==> config.mk <==
export PLATFORM = sky130hd
export DESIGN_NAME = round_controller
export DESIGN_NICKNAME = d
export VERILOG_FILES = /design/src/rtl/whack_pkg.sv /design/src/rtl/mole_lfsr.sv /design/src/rtl/round_controller.sv
export SDC_FILE = /design/constraint.sdc
export NUM_CORES = 1
export LEC_CHECK = 0
export BUFFER_PORTS_ARGS = -buffer_cell sky130_fd_sc_hd__buf_2
export CORE_MARGIN = 2
export CORE_UTILIZATION = 55
export CTS_BUF_LIST = sky130_fd_sc_hd__clkbuf_16
export CTS_CLUSTER_SIZE = 30
export DETAILED_ROUTE_END_ITERATION = 7
export HOLD_SLACK_MARGIN = 0.03
export PLACE_DENSITY = 0.79
export SLEW_MARGIN = 0
export SYNTH_ARGS = -nofsm -noshare
export SYNTH_HDL_FRONTEND = slang
export SYNTH_HIERARCHICAL = 1
export SYNTH_SLANG_ARGS = --single-unit
==> constraint.sdc <==
create_clock -name clk -period 4.77 [get_ports clk]
set_input_delay 0.2385 -clock clk [delete_from_list [all_inputs] [get_ports clk]]
set_output_delay 0.2385 -clock clk [all_outputs]
set_load 0.1 [all_outputs]
==> src/rtl/whack_pkg.sv <==
// Shared state encoding, LFSR constants and default parameters for the
// whack-a-mole round controller and its mole selector.
package whack_pkg;

  typedef enum logic [2:0] {
    IDLE,
    ARM,
    UP,
    HIT,
    MISS,
    OVER
  } state_t;

  localparam logic [7:0] LFSR_SEED = 8'h01;
  // Feedback taps 8,6,5,4 (x^8 + x^6 + x^5 + x^4 + 1), bit 7 is tap 8.
  localparam logic [7:0] LFSR_TAPS = 8'hB8;

  localparam int DEF_NUM_MOLES      = 4;
  localparam int DEF_START_INTERVAL = 5;
  localparam int DEF_MIN_INTERVAL   = 1;
  localparam int DEF_LIVES          = 3;
  localparam int DEF_SCORE_W        = 8;

  function automatic logic [7:0] lfsr_next(input logic [7:0] cur);
    return {cur[6:0], ^(cur & LFSR_TAPS)};
  endfunction

endpackage

==> src/rtl/mole_lfsr.sv <==
// Free-running 8-bit LFSR that proposes the next mole index and remembers
// the last one chosen, so the same mole never lights twice in a row.
module mole_lfsr
  import whack_pkg::*;
#(
  parameter int NUM_MOLES = DEF_NUM_MOLES
) (
  input  logic                         clk,
  input  logic                         rst,
  input  logic                         load,
  output logic [$clog2(NUM_MOLES)-1:0] next_idx
);

  localparam int IDX_W = $clog2(NUM_MOLES);

  logic [7:0]       lfsr;
  logic [IDX_W-1:0] prev_idx;
  logic [IDX_W-1:0] cand;

  // A repeat of the previous mole is bumped to its neighbour, wrapping.
  always_comb begin
    cand     = lfsr[IDX_W-1:0];
    next_idx = (cand == prev_idx) ? cand + IDX_W'(1) : cand;
  end

  always_ff @(posedge clk) begin
    if (rst) begin
      lfsr     <= LFSR_SEED;
      prev_idx <= '0;
    end else begin
      lfsr <= lfsr_next(lfsr);
      if (load) begin
        prev_idx <= next_idx;
      end
    end
  end

endmodule

==> src/rtl/round_controller.sv <==
// Whack-a-mole round FSM: lights moles, scores hits, counts misses.
// Build option: define ROUND_SPEEDUP_EN to shorten the interval every 4th hit.
module round_controller
  import whack_pkg::*;
#(
  parameter int NUM_MOLES      = DEF_NUM_MOLES,
  parameter int START_INTERVAL = DEF_START_INTERVAL,
  parameter int MIN_INTERVAL   = DEF_MIN_INTERVAL,
  parameter int LIVES          = DEF_LIVES,
  parameter int SCORE_W        = DEF_SCORE_W
) (
  input  logic                 clk,
  input  logic                 rst,
  input  logic                 start,
  input  logic [NUM_MOLES-1:0] whack,
  input  logic                 timeout,
  output logic                 timer_rst,
  output logic [2:0]           timer_interval,
  output logic                 timer_dir,
  output logic [NUM_MOLES-1:0] mole,
  output logic [SCORE_W-1:0]   score,
  output logic [2:0]           lives,
  output logic                 game_over
);

  localparam int IDX_W = $clog2(NUM_MOLES);
  localparam logic [2:0] START_I =
    3'((START_INTERVAL < MIN_INTERVAL) ? MIN_INTERVAL : START_INTERVAL);
  localparam logic [2:0] LIVES_I = 3'(LIVES);

  state_t             state;
  logic [IDX_W-1:0]   next_idx;
  logic               whack_hit;
  logic               whack_any;
  logic [SCORE_W-1:0] score_inc;
  logic [2:0]         next_interval;

  assign timer_dir = 1'b0;

  mole_lfsr #(
    .NUM_MOLES(NUM_MOLES)
  ) u_mole_lfsr (
    .clk     (clk),
    .rst     (rst),
    .load    (state == ARM),
    .next_idx(next_idx)
  );

  // A saturated score ends in ...11, so it can never trigger a speed-up.
  always_comb begin
    whack_hit     = |(whack & mole);
    whack_any     = |whack;
    score_inc     = (&score) ? score : score + SCORE_W'(1);
    next_interval = timer_interval;
`ifdef ROUND_SPEEDUP_EN
    if ((score_inc[1:0] == 2'b00) && (timer_interval > 3'(MIN_INTERVAL))) begin
      next_interval = timer_interval - 3'd1;
    end
`endif
  end

  always_ff @(posedge clk) begin
    if (rst) begin
      state          <= IDLE;
      mole           <= '0;
      score          <= '0;
      lives          <= LIVES_I;
      timer_rst      <= 1'b0;
      timer_interval <= START_I;
      game_over      <= 1'b0;
    end else begin
      timer_rst <= 1'b0;
      unique case (state)
        IDLE, OVER: begin
          if (start) begin
            state          <= ARM;
            score          <= '0;
            lives          <= LIVES_I;
            timer_interval <= START_I;
            timer_rst      <= 1'b1;
            game_over      <= 1'b0;
          end
        end
        ARM: begin
          state <= UP;
          mole  <= NUM_MOLES'(1) << next_idx;
        end
        // A correct whack outranks a wrong whack or a timeout in the same cycle.
        UP: begin
          if (whack_hit) begin
            state <= HIT;
            mole  <= '0;
          end else if (whack_any || timeout) begin
            state <= MISS;
            mole  <= '0;
          end
        end
        HIT: begin
          score          <= score_inc;
          timer_interval <= next_interval;
          timer_rst      <= 1'b1;
          state          <= ARM;
        end
        MISS: begin
          lives <= lives - 3'd1;
          if (lives == 3'd1) begin
            state     <= OVER;
            game_over <= 1'b1;
          end else begin
            state     <= ARM;
            timer_rst <= 1'b1;
          end
        end
        default: begin
          state <= IDLE;
          mole  <= '0;
        end
      endcase
    end
  end

endmodule
# ---- Word level (Yosys, flattened, before mapping)
# Cells that the tools add are included.
dict set report totals {
  register_bits 30
  latchBits 0
  ram_bits 0
  rom_bits 0
  in_bits 8
  out_inout_bits 21
  word_cells 60
  mem_count 0
}
dict set report classes {
  addsub 3
  mul 0
  div 0
  order_cmp 0
  n_eq_ne 11
  n_shift 1
  n_mux 20
  bitwise_logic 2
  reduce_logical 15
}
# op count
set ops {}
lappend ops {{two-way mux 8 bit} 2}
lappend ops {{one-hot mux 8 bit (2 select lines)} 1}
lappend ops {{two-way mux 3 bit} 5}
lappend ops {{one-hot mux 3 bit (5 select lines)} 1}
lappend ops {{one-hot mux 4 bit (3 select lines)} 1}
lappend ops {{OR reduction 4 bit} 3}
lappend ops {{adder 8 x 1 -> 8 bit (second input constant)} 1}
lappend ops {{two-way mux 4 bit} 2}
lappend ops {{AND reduction 8 bit} 1}
lappend ops {{XOR reduction 8 bit} 1}
lappend ops {{== test 3 x 1 -> 1 bit (second input constant)} 2}
lappend ops {{== test 3 x 2 -> 1 bit (second input constant)} 2}
lappend ops {{== test 3 bit (second input constant)} 2}
lappend ops {{inequality test 2 bit (second input constant)} 3}
lappend ops {{one-hot mux 3 bit (2 select lines)} 1}
lappend ops {{AND reduction 2 bit} 3}
lappend ops {{AND reduction 3 bit} 2}
lappend ops {{AND 4 bit} 1}
lappend ops {{two-way mux 1 bit} 4}
lappend ops {{nonzero test 2 bit} 2}
lappend ops {{<< shifter 1 x 2 -> 4 bit (first input constant)} 1}
lappend ops {{logical NOT 3 bit} 1}
lappend ops {{inequality test 3 bit (second input constant)} 1}
lappend ops {{one-hot mux 1 bit (3 select lines)} 1}
lappend ops {{other kinds (8)} 8}

# ---- Logic depth before layout (Yosys ltp)
dict set report depth {
  ltp_word 5
  ltp_mapped 6
  ltp_nobuf 5
}

# ---- By module
# Netlist, hierarchy kept.
# module instances cells_each area_each_um2 seq_area_each_um2
set modules_own_cells {}
lappend modules_own_cells {round_controller 1 131 1153.6 400.4}
lappend modules_own_cells {mole_lfsr 1 34 351.6 200.2}

# ---- Least setup slack after synthesis
# OpenSTA, ideal clock, no wires.
dict set report synth_timing {
  path_kind {flip-flop to flip-flop}
  from {register score[1]}
  to {register score[7]}
  setup_time_ns 0.122
  arrival_ns 2.093
  required_time_ns 4.648
  slack_ns 2.556
  path_stages_with_launch 6
  n_path_buf 0
  synth_period_minus_slack_ns 2.214
  path_cell_list {dfxtp_1 ha_1 and4_1 a211o_1 inv_1 a221o_1}
}
dict set report synth_between {
  elab_chain_len 3
  elab_cells_between_ends 6
  classes_between {add/sub: 1; eq/ne: 1; mux: 2; reduce/logical: 2}
}
# item line
set synth_rtl {}
lappend synth_rtl {{start, declared} round_controller.sv:21} ;# output logic [SCORE_W-1:0] score,
lappend synth_rtl {{start signal, assigned} round_controller.sv:99} ;# score <= score_inc;
lappend synth_rtl {{adder 8 x 1 -> 8 bit or AND reduction 8 bit (tied branches)} round_controller.sv:53} ;# score_inc = (&score) ? score : score + SCORE_W'(1);
lappend synth_rtl {{two-way mux 8 bit or inequality test 2 bit (tied branches)} --}
lappend synth_rtl {{one-hot mux 8 bit (2 select lines) or AND reduction 3 bit (tied branches)} --}
# Several ways; a longest one is shown, not always the timed one. The select of a mux whose other input is x is not followed.
# A chain may end at the register's enable or synchronous reset.

# ---- Worst setup path after layout
dict set report layout_timing {
  from {register score[0]}
  to {register score[7]}
}
# Same word-level chain as after synthesis.

==> run_results.csv <==
group,metric,value,unit
clock_tree,clockBufferDepth,2,
die,core_area,2540,µm²
finish,drive_above_1_share,22.2,%
finish,syn_to_final_growth,15.1,%
yosys,synth.ff_latch_count,30,
global_routing,grt_pass1_wl,5.08,mm
sta,final_max_slew_viol_count,0,
global_routing,track_usage,20.5,%
yosys,yosysSeqAreaShare,39.9,%
global_routing,grt_antenna_before_repair,0,
yosys,synth_area,1510,µm²
yosys,syn_area_per_cell,9.12,µm²
yosys,synth_area_leaders,"dfxtp_1, nor2b_1, nor3_1",
min_path,hold_start,"start",
global_routing,grt-ovfl-total,0,
clock_tree,clkLatencyLatePin,0.27,ns
detailed_routing,wl_per_cell,14.3,µm
status,status,"finished, final reports clean",
worst_setup_path,arrival,1.93,ns
detailed_routing,drt_iter0_markers,42,
worst_setup_path,critPathLaunch,"score[0]$_SDFFE_PP0P_",
clock_tree,tritoncts,"done",
place,dp_hpwl,2.21,mm
detailed_routing,routed_wl,3.13,mm
sta,fmax,0.563,GHz
place,io_buffers,24,
pwr,p_leak,0.777,nW
pwr,irDropWorstVdd,378,µV
worst_setup_path,crit_type,"flip-flop to flip-flop",
worst_setup_path,cp-end-kind,"flip-flop",
sta,period_minus_slack,1.78,ns
yosys,synth_ff_type,"dfxtp_1",
sta,finalHoldViolCount,0,
yosys,ys_warn_count,6,
sta,min_period_over_period,37.3,%
sta,setup_tns,0,ns
detailed_routing,via_per_inst,5.87,
die,die_w,56.3,µm
die,fp.dieH,56.3,µm
clock_tree,cts-root-buf,"clkbuf_16",
worst_setup_path,crit_fanout,6,
yosys,yosys-top-cells-count,"dfxtp_1, nand2_1, nor2_1, nor3_1, nor2b_1",
pwr,powerDensity,374,nW/µm²
finish,antenna_cells,0,
min_path,hp-class,"input pin to flip-flop",
finish,fill_cells,226,
pwr,power,0.648,mW
worst_setup_path,worstPathRequired,4.92,ns
detailed_routing,drt_first_pass_iters,4,
die,dieArea,3170,µm²
yosys,netlist.area_leader.share,39.9,%
sta,rsz0062_at_grt,"no",
sta,tightestPinTransition,0.507,ns
detailed_routing,route.antenna.remaining_nets,0,
yosys,synth_top_area_cell,"dfxtp_1",
clock_tree,clock_sinks,30,
yosys,synth_cell_types,54,
detailed_routing,num_vias,1286,
place,place_congestion,0.783,
die,start_util,59.1,%
die,fp-row-count,18,
detailed_routing,drc,0,
clock_tree,cts_buffers,5,
worst_setup_path,r2r_start,"score[0]$_SDFFE_PP0P_",
sta,skew,0.00438,ns
sta,slew_headroom,66.2,%
global_routing,grt_max_degree,30,
clock_tree,cts_hold_buf,0,
place,dpl.cell_count,211,
clock_tree,h-tree-depth,2,
yosys,async_flop_share,0,%
run,cap_violations,0,
yosys,syn_inst,165,
yosys,yosysMostFrequentCell,"dfxtp_1",
clock_tree,cts_setup_buffers,0,
clock_tree,post_cts_resized,0,
clock_tree,path_clk_slew,0.05,ns
yosys,synth_edf_count,0,
sta,setup_viol,0,
finish,fin_nets,199,
worst_setup_path,start_kind,"flip-flop",
global_routing,grt_pass1_vias,1128,
die,ios,29,
finish,stdcell_count,219,
==> cells by family (layout without fill, tap and decap cells) <==
group / Yosys count / in the layout / share of synthesized area, %
XOR/XNOR: 6 / 6 / 3.99
multiplexers: 1 / 1 / 0.748
adder cells (fa/ha/maj): 3 / 3 / 2.49
flip-flops: 30 / 30 / 39.9
AND/OR/NAND/NOR: 62 / 62 / 24.4
other: 2 / 4 / 0.499
AO/OA/AOI/OAI: 43 / 43 / 20.9
buffers and inverters: 18 / 40 / 6.98
==> registers in the layout, indices dropped and copies added (netlist names) <==
register,cells
score,8
u_mole_lfsr/lfsr,8
mole,4
lives,3
state,3
u_mole_lfsr/prev_idx,2
game_over,1
timer_rst,1
==> final cells by class <==
cell class,count,area (µm²),area share (%)
inverter,8,30.0,1.73
clock buffer,5,125,7.22
multi-input combinational,119,807,46.6
sequential,30,601,34.7
timing repair buffer,24,120,6.93
clock inverter,3,12.5,0.722
tap,30,37.5,2.17
==> worst paths after layout <==
check	end	slack [ns]	depth (start not counted)
max reg2reg	score[7]$_SDFFE_PP0P_	2.99	5
max	score[7]$_SDFFE_PP0P_	2.99	5
min reg2reg	u_mole_lfsr/lfsr[3]$_SDFF_PP0_	0.43	1
min	state[2]$_SDFFE_PP0P_	0.34	4
==> stage by stage <==
stage / hold slack [ns] / setup WS, ns / cell area, µm² / util [%]
after floorplan: 0.310 / 2.56 / 1510 / -
after global placement: 0.421 / 3.08 / 1600 / 62.7
after detailed placement: 0.428 / 3.02 / 1600 / 62.7
after CTS: 0.348 / 3.00 / 1730 / 68.1
after global routing: 0.393 / 2.92 / 1730 / 68.1
final: 0.343 / 2.99 / 1730 / 68.1
==> cells in the final DEF, fill, tap and decap left out, types with 2 or more instances in the layout <==
cell,instances
dfxtp_1,30
buf_2,24
nor2_1,10
nor3_1,10
nand2_1,10
nor2b_1,9
inv_1,8
o21ai_0,8
a21oi_1,6
clkbuf_16,5
a31oi_1,4
nand3_1,4
conb_1,4
a22oi_1,3
a22o_1,3
xnor2_1,3
ha_1,3
a41oi_1,2
nand2b_1,2
and3_1,2
o2bb2ai_1,2
a311oi_1,2
a21o_1,2
a211oi_1,2
xor2_1,2
==> metal layers <==
metal  global-route usage [%]  up-vias  wire length [µm]
met5                        0        -                 0
met4                     10.2        0                56
met3                     5.53        7               181
met2                     30.4       45              1450
met1                     27.3      605              1440
li1                         -      629                 -
==> report_power, final <==
group | internal (mW) | total (mW) | switching, mW
Combinational | 0.0252 | 0.0897 | 0.0645
Sequential | 0.260 | 0.272 | 0.0117
Clock | 0.187 | 0.287 | 0.0992
==> critical path: stages, from the launching register on <==
cell and delay (ns):
dfxtp_1 0.36, ha_1 0.26, and4_1 0.28, a21o_4 0.25, and3b_4 0.19, a221o_1 0.33
Power figures use the tool's default switching activity.
